`src/rtl/gate_test_pkg.sv`:
```
// Shared definitions for the gate block self-test: state encoding,
// vector count and the golden truth table of the AND/OR/NOT gate block.
package gate_test_pkg;

  typedef enum logic [1:0] {
    ST_IDLE  = 2'd0,
    ST_APPLY = 2'd1,
    ST_CHECK = 2'd2,
    ST_DONE  = 2'd3
  } state_e;

  localparam int NUM_VEC = 4;
  localparam int VEC_W   = 2;
  localparam int Y_W     = 3;
  localparam int ERR_W   = 3;

  // y[2]=AND, y[1]=OR, y[0]=NOT a
  function automatic logic [Y_W-1:0] expected(input logic a, input logic b);
    return {a & b, a | b, ~a};
  endfunction

endpackage

```
`src/rtl/gate_expect.sv`:
```
// Combinational golden model: maps operand pair {a,b} to the expected gate output.
module gate_expect
  import gate_test_pkg::*;
(
  input  logic           a,
  input  logic           b,
  output logic [Y_W-1:0] y_exp
);

  assign y_exp = expected(a, b);

endmodule

```
`src/rtl/gate_selftest_ctrl.sv`:
```
// Self-test sequencer: walks {a,b} through 00..11, holds each for DWELL cycles,
// checks the gate output against the golden model and records the result.
module gate_selftest_ctrl
  import gate_test_pkg::*;
#(
  parameter int DWELL = 4
) (
  input  logic             clk,
  input  logic             rst,
  input  logic             start,
  input  logic [Y_W-1:0]   y,
  output logic             a,
  output logic             b,
  output logic             busy,
  output logic             done,
  output logic             pass,
  output logic [ERR_W-1:0] err_cnt,
  output logic [VEC_W-1:0] fail_vec
);

  localparam logic [7:0]       CNT_LAST = 8'(DWELL - 1);
  localparam logic [VEC_W-1:0] VEC_LAST = VEC_W'(NUM_VEC - 1);

  state_e             state, state_n;
  logic [VEC_W-1:0]   vec, vec_n;
  logic [7:0]         cnt, cnt_n;
  logic [ERR_W-1:0]   err_n;
  logic [VEC_W-1:0]   fail_n;
  logic               seen, seen_n;
  logic [VEC_W-1:0]   ab_n;
  logic [Y_W-1:0]     y_exp;
  logic               mism;

  gate_expect u_expect (
    .a     (vec[1]),
    .b     (vec[0]),
    .y_exp (y_exp)
  );

  assign mism = (y != y_exp);

  always_ff @(posedge clk) begin
    if (rst) begin
      state    <= ST_IDLE;
      vec      <= '0;
      cnt      <= '0;
      err_cnt  <= '0;
      fail_vec <= '0;
      seen     <= 1'b0;
      a        <= 1'b0;
      b        <= 1'b0;
    end else begin
      state    <= state_n;
      vec      <= vec_n;
      cnt      <= cnt_n;
      err_cnt  <= err_n;
      fail_vec <= fail_n;
      seen     <= seen_n;
      {a, b}   <= ab_n;
    end
  end

  always_comb begin
    state_n = state;
    vec_n   = vec;
    cnt_n   = cnt;
    err_n   = err_cnt;
    fail_n  = fail_vec;
    seen_n  = seen;
    case (state)
      ST_IDLE, ST_DONE: begin
        if (start) begin
          state_n = ST_APPLY;
          vec_n   = '0;
          cnt_n   = '0;
          err_n   = '0;
          fail_n  = '0;
          seen_n  = 1'b0;
        end
      end
      ST_APPLY: begin
        cnt_n = cnt + 8'd1;
        if (cnt == CNT_LAST) state_n = ST_CHECK;
      end
      ST_CHECK: begin
        if (mism) begin
          err_n = err_cnt + ERR_W'(1);
          // only the first failing vector of a run is reported
          if (!seen) begin
            fail_n = vec;
            seen_n = 1'b1;
          end
        end
        if (vec == VEC_LAST) begin
          state_n = ST_DONE;
        end else begin
          vec_n   = vec + VEC_W'(1);
          cnt_n   = '0;
          state_n = ST_APPLY;
        end
      end
      default: state_n = ST_IDLE;
    endcase
    // operands follow the vector under test one edge ahead so they are
    // already stable in the first APPLY cycle of each vector
    ab_n = (state_n == ST_APPLY || state_n == ST_CHECK) ? vec_n : '0;
  end

  assign busy = (state == ST_APPLY) || (state == ST_CHECK);
  assign done = (state == ST_DONE);
  assign pass = done && (err_cnt == '0);

endmodule
```
`config.mk`:
```
export PLATFORM = sky130hd
export DESIGN_NAME = gate_selftest_ctrl
export DESIGN_NICKNAME = d
export VERILOG_FILES = /design/src/rtl/gate_test_pkg.sv /design/src/rtl/gate_expect.sv /design/src/rtl/gate_selftest_ctrl.sv
export SDC_FILE = /design/constraint.sdc
export NUM_CORES = 1
export LEC_CHECK = 0
export ABC_AREA = 1
export ABC_CLOCK_PERIOD_IN_PS = 1700
export BUFFER_PORTS_ARGS = -buffer_cell sky130_fd_sc_hd__buf_2
export CORE_ASPECT_RATIO = 1.4
export CORE_MARGIN = 2
export CORE_UTILIZATION = 44
export CTS_CLUSTER_SIZE = 16
export DETAILED_ROUTE_END_ITERATION = 10
export GPL_TIMING_DRIVEN = 1
export PLACE_DENSITY = 0.64
export SLEW_MARGIN = 20
export SYNTH_ARGS = -nofsm -noshare
export SYNTH_HDL_FRONTEND = slang
export SYNTH_HIERARCHICAL = 1
export SYNTH_SLANG_ARGS = --single-unit
```
`constraint.sdc`:
```
create_clock -name clk -period 1.7 [get_ports clk]
set_input_delay 0 -clock clk [delete_from_list [all_inputs] [get_ports clk]]
set_output_delay 0 -clock clk [all_outputs]
set_load 0.02 [all_outputs]
```
==> run metrics, run 1 <==
status finished, final reports clean; Reg power frac between 50% and 60%; CTS tree built; CTS max path bufs 2; ys async rst share 0%; vias in the first global route ~930; H-tree Lvls 1; Avg Vias per Cell roughly 4.9; final WL approximately 2200 um; Slew headroom 72.14%; MaxCap Viol Count 0; FF+latch count, synth 20; crit-path max FO 3; Area Overhead vs Synth 19.18%; top-level I/O count 16; PwrDens roughly 720 nW/um^2; Critical Path End Type flop; Warnings, synthesis 6; Bufs and invs on worst path 3; Req. time, crit path approximately 1.9 ns; syn_nets 162; largest cells by area after synthesis dfxtp_1 35%, nand2_1 10%, ha_1 6.7%; number of buffers added on ports 15; n_diodes 0; DRC viols 0; Main synth FF type dfxtp_1; largest family of logic cells by synthesized area simple AND/OR/NAND/NOR gates; count of non-filler cells in the finished layout slightly above 200; DR iter-0 viols 18; placed insts 200; Die Span X ~47 um; reg-to-reg endpoint fail_vec[1]$_SDFFE_PP0P_; Synth area leader dfxtp_1; CP delay by family, top simple AND/OR/NAND/NOR gates; first-pass GRT wire length 3850 um; switching pwr around 0.28 mW; Post-synth EDFFs 0; GRT Overall Usage 17.34%; xor/xnor share of the synthesized area ~3.1%; Final Critical Period between 1.5 and 2 ns; clock share of power between 20% and 30%; Initial Utilization between 40% and 50%; end of the critical path fail_vec[1]$_SDFFE_PP0P_; mean post-synth cell area between 7 and 8 um^2; CP Launch Type flop; via count 1005; cells on worst reg2reg path 10; clk_skew 0.009373 ns; Worst VDD drop around 440 uV; Core Region approximately 2400 um^2; critical path cell sequence inv_1, ha_2, nand2_2, inv_1, nor2_4, inv_2, a21oi_4, nand2_2, a21oi_2, nor3_2; largest net degree at the start of global routing 12; clk sinks 20; Tcrit/Tclk final roughly 94%; global route total overflow 0; compound-gate portion of the synthesized area under 10%; Initial DRT Pass Iterations 4; DP HPWL 1741 um; Leakage around 0.6 nW; clock root buffer master clkbuf_4; initial antenna violation count 0; critical path depth 10; internal power 0.6931 mW; switching share of power approximately 29%; placer congestion estimate between 0.8 and 0.9; area share of the largest cell type after synthesis between 30% and 40%; reg-to-reg slack, setup about 0.10 ns; Crit Path Class flop to flop; final-report hold violation count 0; layout net count 185; Die Y 63.93 um; final setup vio count 0; Crit path largest cell delay ~0.35 ns; top cells by count, synth 31 x nand2_1, 20 x dfxtp_1, 18 x inv_1; Final ANT Viol Nets 0; Critical R2R Launch state[0]$_SDFF_PP0_; WL per Instance between 10 and 15 um; num rows 21; PnR Total Power 0.9717 mW; count leader, synth nand2_1; Tightest Pin Transition ~0.42 ns; Fmax roughly 630 MHz; Hold Crit Class input port to flop; Crit-path slowest cell dfxtp_2; combinational share of power between 20% and 30%; Setup crit start state[0]$_SDFF_PP0_; CP arrival 1.79 ns; share of layout cells above drive strength 1 around a third; mux cell area share after synthesis 0%; cts bufs inserted 3; Post-Syn Instances 150; Yosys cell types 28; Clock Pin Slew Worst Setup and Hold Paths ~0.12 ns; clk_lat worst skew roughly 0.3 ns; Max Slew Vio Count 0; sequential element share of the synthesized area a little over a third; Post-Synthesis Cell Area 1129 um^2; Synth Area in Simple Gates between 30% and 40%; FILL cells approximately 250; Synth Area in Adders about 6.7%; die area approximately 3000 um^2
kinds of logic (layout without fill, tap and decap cells):
family                   count (synthesis)  after routing
AND/OR/NAND/NOR                         76             76
XOR/XNOR                                 4              4
flip-flops                              20             20
buffers and inverters                   26             48
AO/OA/AOI/OAI                           18             18
adder cells (fa/ha/maj)                  6              6
worst reg2reg max path: stages (launching register included):
cell and delay, ns:
dfxtp_2 0.35, inv_1 0.04, ha_2 0.30, nand2_2 0.11, inv_1 0.10, nor2_4 0.12, inv_2 0.06, a21oi_4 0.14
nand2_2 0.09, a21oi_2 0.14, nor3_2 0.05
cell usage in the layout (no fill, tap or decap), types with 2 or more instances in the layout:
master | netlist | final
nand2_1 | 31 | 29
inv_1 | 18 | 18
dfxtp_1 | 20 | 18
nor2_1 | 17 | 16
buf_2 | 0 | 15
a21oi_1 | 12 | 10
nand2_2 | 3 | 5
inv_2 | 5 | 5
nor3_2 | 5 | 5
nor2_2 | 4 | 4
nor3_1 | 4 | 4
nand3_1 | 4 | 4
ha_1 | 6 | 4
xnor2_1 | 3 | 3
a21oi_2 | 2 | 3
clkbuf_4 | 0 | 3
buf_4 | 0 | 3
nand3_4 | 2 | 2
o21ai_0 | 2 | 2
ha_2 | 0 | 2
dlygate4sd3_1 | 0 | 2
dfxtp_2 | 0 | 2
sequential cells by signal (all words and copies together), names as in the netlist:
signal and flops:
b 1, seen 1, vec 2, cnt 8
err_cnt 3, a 1, fail_vec 2, state 2
through the flow:
| stage | util [%] | setup WS, ns | setup TNS (ns) | hold slack, ns | cell area, um^2 |
|---|---|---|---|---|---|
| after CTS | 53.93 | -0.003370 | -0.003370 | -0.03128 | 1304 |
| final | 55.64 | 0.1026 | 0 | 0.1325 | 1345 |
| after detailed placement | 51.86 | 0.04024 | 0 | 0.3273 | 1254 |
| after floorplan | - | 0.07474 | 0 | 0.3289 | 1129 |
| after global placement | 51.86 | 0.1246 | 0 | 0.3162 | 1254 |
| after global routing | 55.64 | -0.02137 | -0.04193 | 0.1553 | 1345 |
per-layer routing:
layer	part of all wire [%]	vias up	track usage (%)	routed length (um)
met5	0	-	0	0
met4	1.6	0	8.333	36
met3	2.6	4	2.825	58
met2	56	11	29.79	1241
met1	40	472	19.51	876
li1	-	518	-	-
how the worst min path moves through the flow:
| stage | startpoint | end | cells after the start |
|---|---|---|---|
| after floorplan | rst | vec[0]$_SDFF_PP0_ | 2 |
| after global placement | rst | state[0]$_SDFF_PP0_ | 2 |
| after detailed placement | rst | vec[0]$_SDFF_PP0_ | 2 |
| after CTS | rst | state[1]$_SDFF_PP0_ | 2 |
| after global routing | start | cnt[0]$_SDFFE_PP0P_ | 6 |
| final | start | cnt[0]$_SDFFE_PP0P_ | 6 |
repair_timing:
| action | 4_1_cts | 5_1_grt |
|---|---|---|
| hold buffers | 1 | 1 |
| setup endpoints to repair | 1 | 9 |
| gates resized for setup | 1 | 10 |
| setup buffers | 0 | 0 |
| hold endpoints to repair | 3 | 6 |
power groups by stage:
stage	clock network (mW)	logic (mW)	registers [mW]
after global placement	0	0.180	0.501
after detailed placement	0	0.187	0.502
after global routing	0.314	0.230	0.495
after floorplan	0	0.127	0.511
final	0.272	0.207	0.493
after CTS	0.288	0.191	0.492
layout make-up:
class	instances	area, um^2	share of cell area, %
clock buffers	4	36.28	2.698
flip-flops and latches	20	402.9	29.95
well taps	34	42.54	3.163
multi-input cells	104	650.6	48.37
inverters	24	95.09	7.070
repair buffers	20	117.6	8.744
No activity file was read; power rests on OpenSTA's default activity.
==> run 2, diff against run 1 <==
--- a/config.mk
+++ b/config.mk
@@ -6,7 +6,7 @@
 export NUM_CORES = 1
 export LEC_CHECK = 0
 export ABC_AREA = 1
-export ABC_CLOCK_PERIOD_IN_PS = 1700
+export ABC_CLOCK_PERIOD_IN_PS = 2000
 export BUFFER_PORTS_ARGS = -buffer_cell sky130_fd_sc_hd__buf_2
 export CORE_ASPECT_RATIO = 1.4
 export CORE_MARGIN = 2
@@ -14,7 +14,8 @@
 export CTS_CLUSTER_SIZE = 16
 export DETAILED_ROUTE_END_ITERATION = 10
 export GPL_TIMING_DRIVEN = 1
-export PLACE_DENSITY = 0.64
+export PLACE_DENSITY = 0.62
+export SKIP_LAST_GASP = 1
 export SLEW_MARGIN = 20
 export SYNTH_ARGS = -nofsm -noshare
 export SYNTH_HDL_FRONTEND = slang
==> constraint.sdc (replaced) <==
create_clock -name clk -period 2 [get_ports clk]
set_input_delay 0 -clock clk [delete_from_list [all_inputs] [get_ports clk]]
set_output_delay 0 -clock clk [all_outputs]
set_load 0.02 [all_outputs]
==> run 2 against run 1 <==
Against the previous run:
- critical path depth did not move
- utilization fell by 2.5 points
- first-iteration DRC count grew 72%
- die area stayed put
==> run metrics, run 2 (synthesis gave the netlist of run 1 again) <==
status finished, final reports clean; clk_lat worst skew 0.31 ns (about the same); final setup vio count 0 (unchanged); initial antenna violation count 0 (unchanged); clk_skew 0.007074 ns (-0.002299 ns); top-level I/O count 16 (unchanged); Die Span X 46.81 um (unchanged); n_diodes 0 (unchanged); Slew headroom 71.82% (-0.33 points); Initial DRT Pass Iterations 4 (unchanged); DR iter-0 viols 31 (+13); Crit path top cell by count inv_1; Placed Area 1239 um^2 (-1.2%); critical path cell sequence inv_1, ha_1, nand2_2, inv_1, nor2_2, inv_2, a21oi_2, nand2_1, a21oi_1, nor3_2; Max Slew Vio Count 0 (unchanged); layout net count 182 (-1.6%); Critical Path End Type flop; clock root buffer master clkbuf_4; global route total overflow 0 (unchanged); Die Y 63.93 um (unchanged); placer congestion estimate 0.7859 (-9.2%); final-report hold violation count 0 (unchanged); hold path start start; Fmax 557.8 MHz (-11%); Tcrit/Tclk final 89.64% (-4.3 points); num rows 21 (unchanged); max reg flops 8 (unchanged); DP HPWL 1730 um (-0.64%); Final ANT Viol Nets 0 (unchanged); # resized after CTS 0 (-1); vias in the first global route 926 (unchanged); number of buffers added on ports 15 (unchanged); Crit-path slowest cell dfxtp_1; clk sinks 20 (unchanged); Largest regs cnt: 8 flops, err_cnt: 3 flops; Final Cell Area 1285 um^2 (-4.5%); largest register by flop count cnt; Crit path largest cell delay 0.44 ns (+0.09 ns); GRT Overall Usage 16.65% (-0.69 points); CTS tree built; Area Overhead vs Synth 13.86%; CP arrival 1.99 ns (+0.20 ns); Initial Utilization 46.69% (unchanged); cts bufs inserted 3 (unchanged); via count 959 (-4.6%); CP Launch Type flop; MaxCap Viol Count 0 (unchanged); RSZ-0062 raised after global routing no; Leakage 0.5778 nW (-2.2%); PwrDens 628.7 nW/um^2 (-13%); Setup crit start state[0]$_SDFF_PP0_; die area 2992 um^2 (unchanged); final setup TNS 0 ns (unchanged); Hold Crit Class input port to flop; Crit Path Class flop to flop; H-tree Lvls 1 (unchanged); DRC viols 0 (unchanged); first-pass GRT wire length 3670 um (-4.7%); Critical R2R Launch state[0]$_SDFF_PP0_; CTS max path bufs 2 (unchanged); buffers inserted by post-CTS timing repair 0 (unchanged); Tightest Pin Transition 0.4227 ns (+0.004885 ns); final WL 2129 um (-3.8%); Final Critical Period 1.793 ns (+0.1953 ns); Core Region 2417 um^2 (unchanged); share of layout cells above drive strength 1 27.81% (-5.9 points); commonest non-fill, non-tap cell in the layout nand2_1; Req. time, crit path 2.20 ns (+0.31 ns); Worst VDD drop 347.3 uV (-21%); most frequent cells in the layout 31 x nand2_1, 20 x dfxtp_1, 18 x inv_1, 17 x nor2_1, 15 x buf_2; largest net degree at the start of global routing 12 (unchanged); crit-path max FO 5 (+2); FILL cells 266 (+8.6%); Clock Pin Slew Worst Setup and Hold Paths 0.12 ns (about the same); Avg Vias per Cell 4.724 (-3.2%); WL per Instance 10.49 um (-2.3%); hold-fix buffer count after cts 1 (unchanged)
[run 2: cell type report]
type,count,area (um^2),share of cell area (%)
repair buffers,17,92.59,7.205
multi-input cells,104,618.1,48.10
inverters,24,95.09,7.400
flip-flops and latches,20,400.4,31.16
clock buffers,4,36.28,2.824
well taps,34,42.54,3.311
[run 2: report_power, final]
group	leakage (nW)	internal, mW	switching (mW)
Clock	0.0210	0.111	0.131
Combinational	0.395	0.0518	0.0938
Sequential	0.162	0.410	0.0102
[run 2: final timing paths]
kind / depth (start not counted) / end / slack (ns)
setup / recovery: 10 / fail_vec[0]$_SDFFE_PP0P_ / 0.21
hold reg to reg: 2 / seen$_SDFFE_PP0P_ / 0.49
hold / removal: 6 / cnt[0]$_SDFFE_PP0P_ / 0.13
setup reg to reg: 10 / fail_vec[0]$_SDFFE_PP0P_ / 0.21
[run 2: layer usage]
layer	track usage, %	share of wire (%)	wire [um]	up-vias
met5	0	0	0	-
met4	7.986	2.2	46	0
met3	3.390	2.0	42	6
met2	30.48	59	1259	11
met1	16.40	37	780	433
li1	-	-	-	509
[run 2: stage by stage]
stage	std cells	setup slack (ns)	power [mW]	utilization [%]	hold WS, ns
after detailed placement	198	0.2281	0.5748	51.24	0.3225
final	203	0.2072	0.8078	53.16	0.1307
after CTS	203	0.1924	0.8177	53.16	0.1381
after global placement	198	0.2687	0.5708	51.24	0.3148
after floorplan	150	0.3747	0.5417	-	0.3289
after global routing	203	0.05655	0.8574	53.16	0.1472
[run 2: worst max-delay path: cells and delay by family (launching register included)]
kind | cells | cell delay, ns
fa+ha+maj | 1 | 0.34
flops | 1 | 0.44
simple gates | 4 | 0.40
buf+inv | 3 | 0.21
compound gates | 2 | 0.29
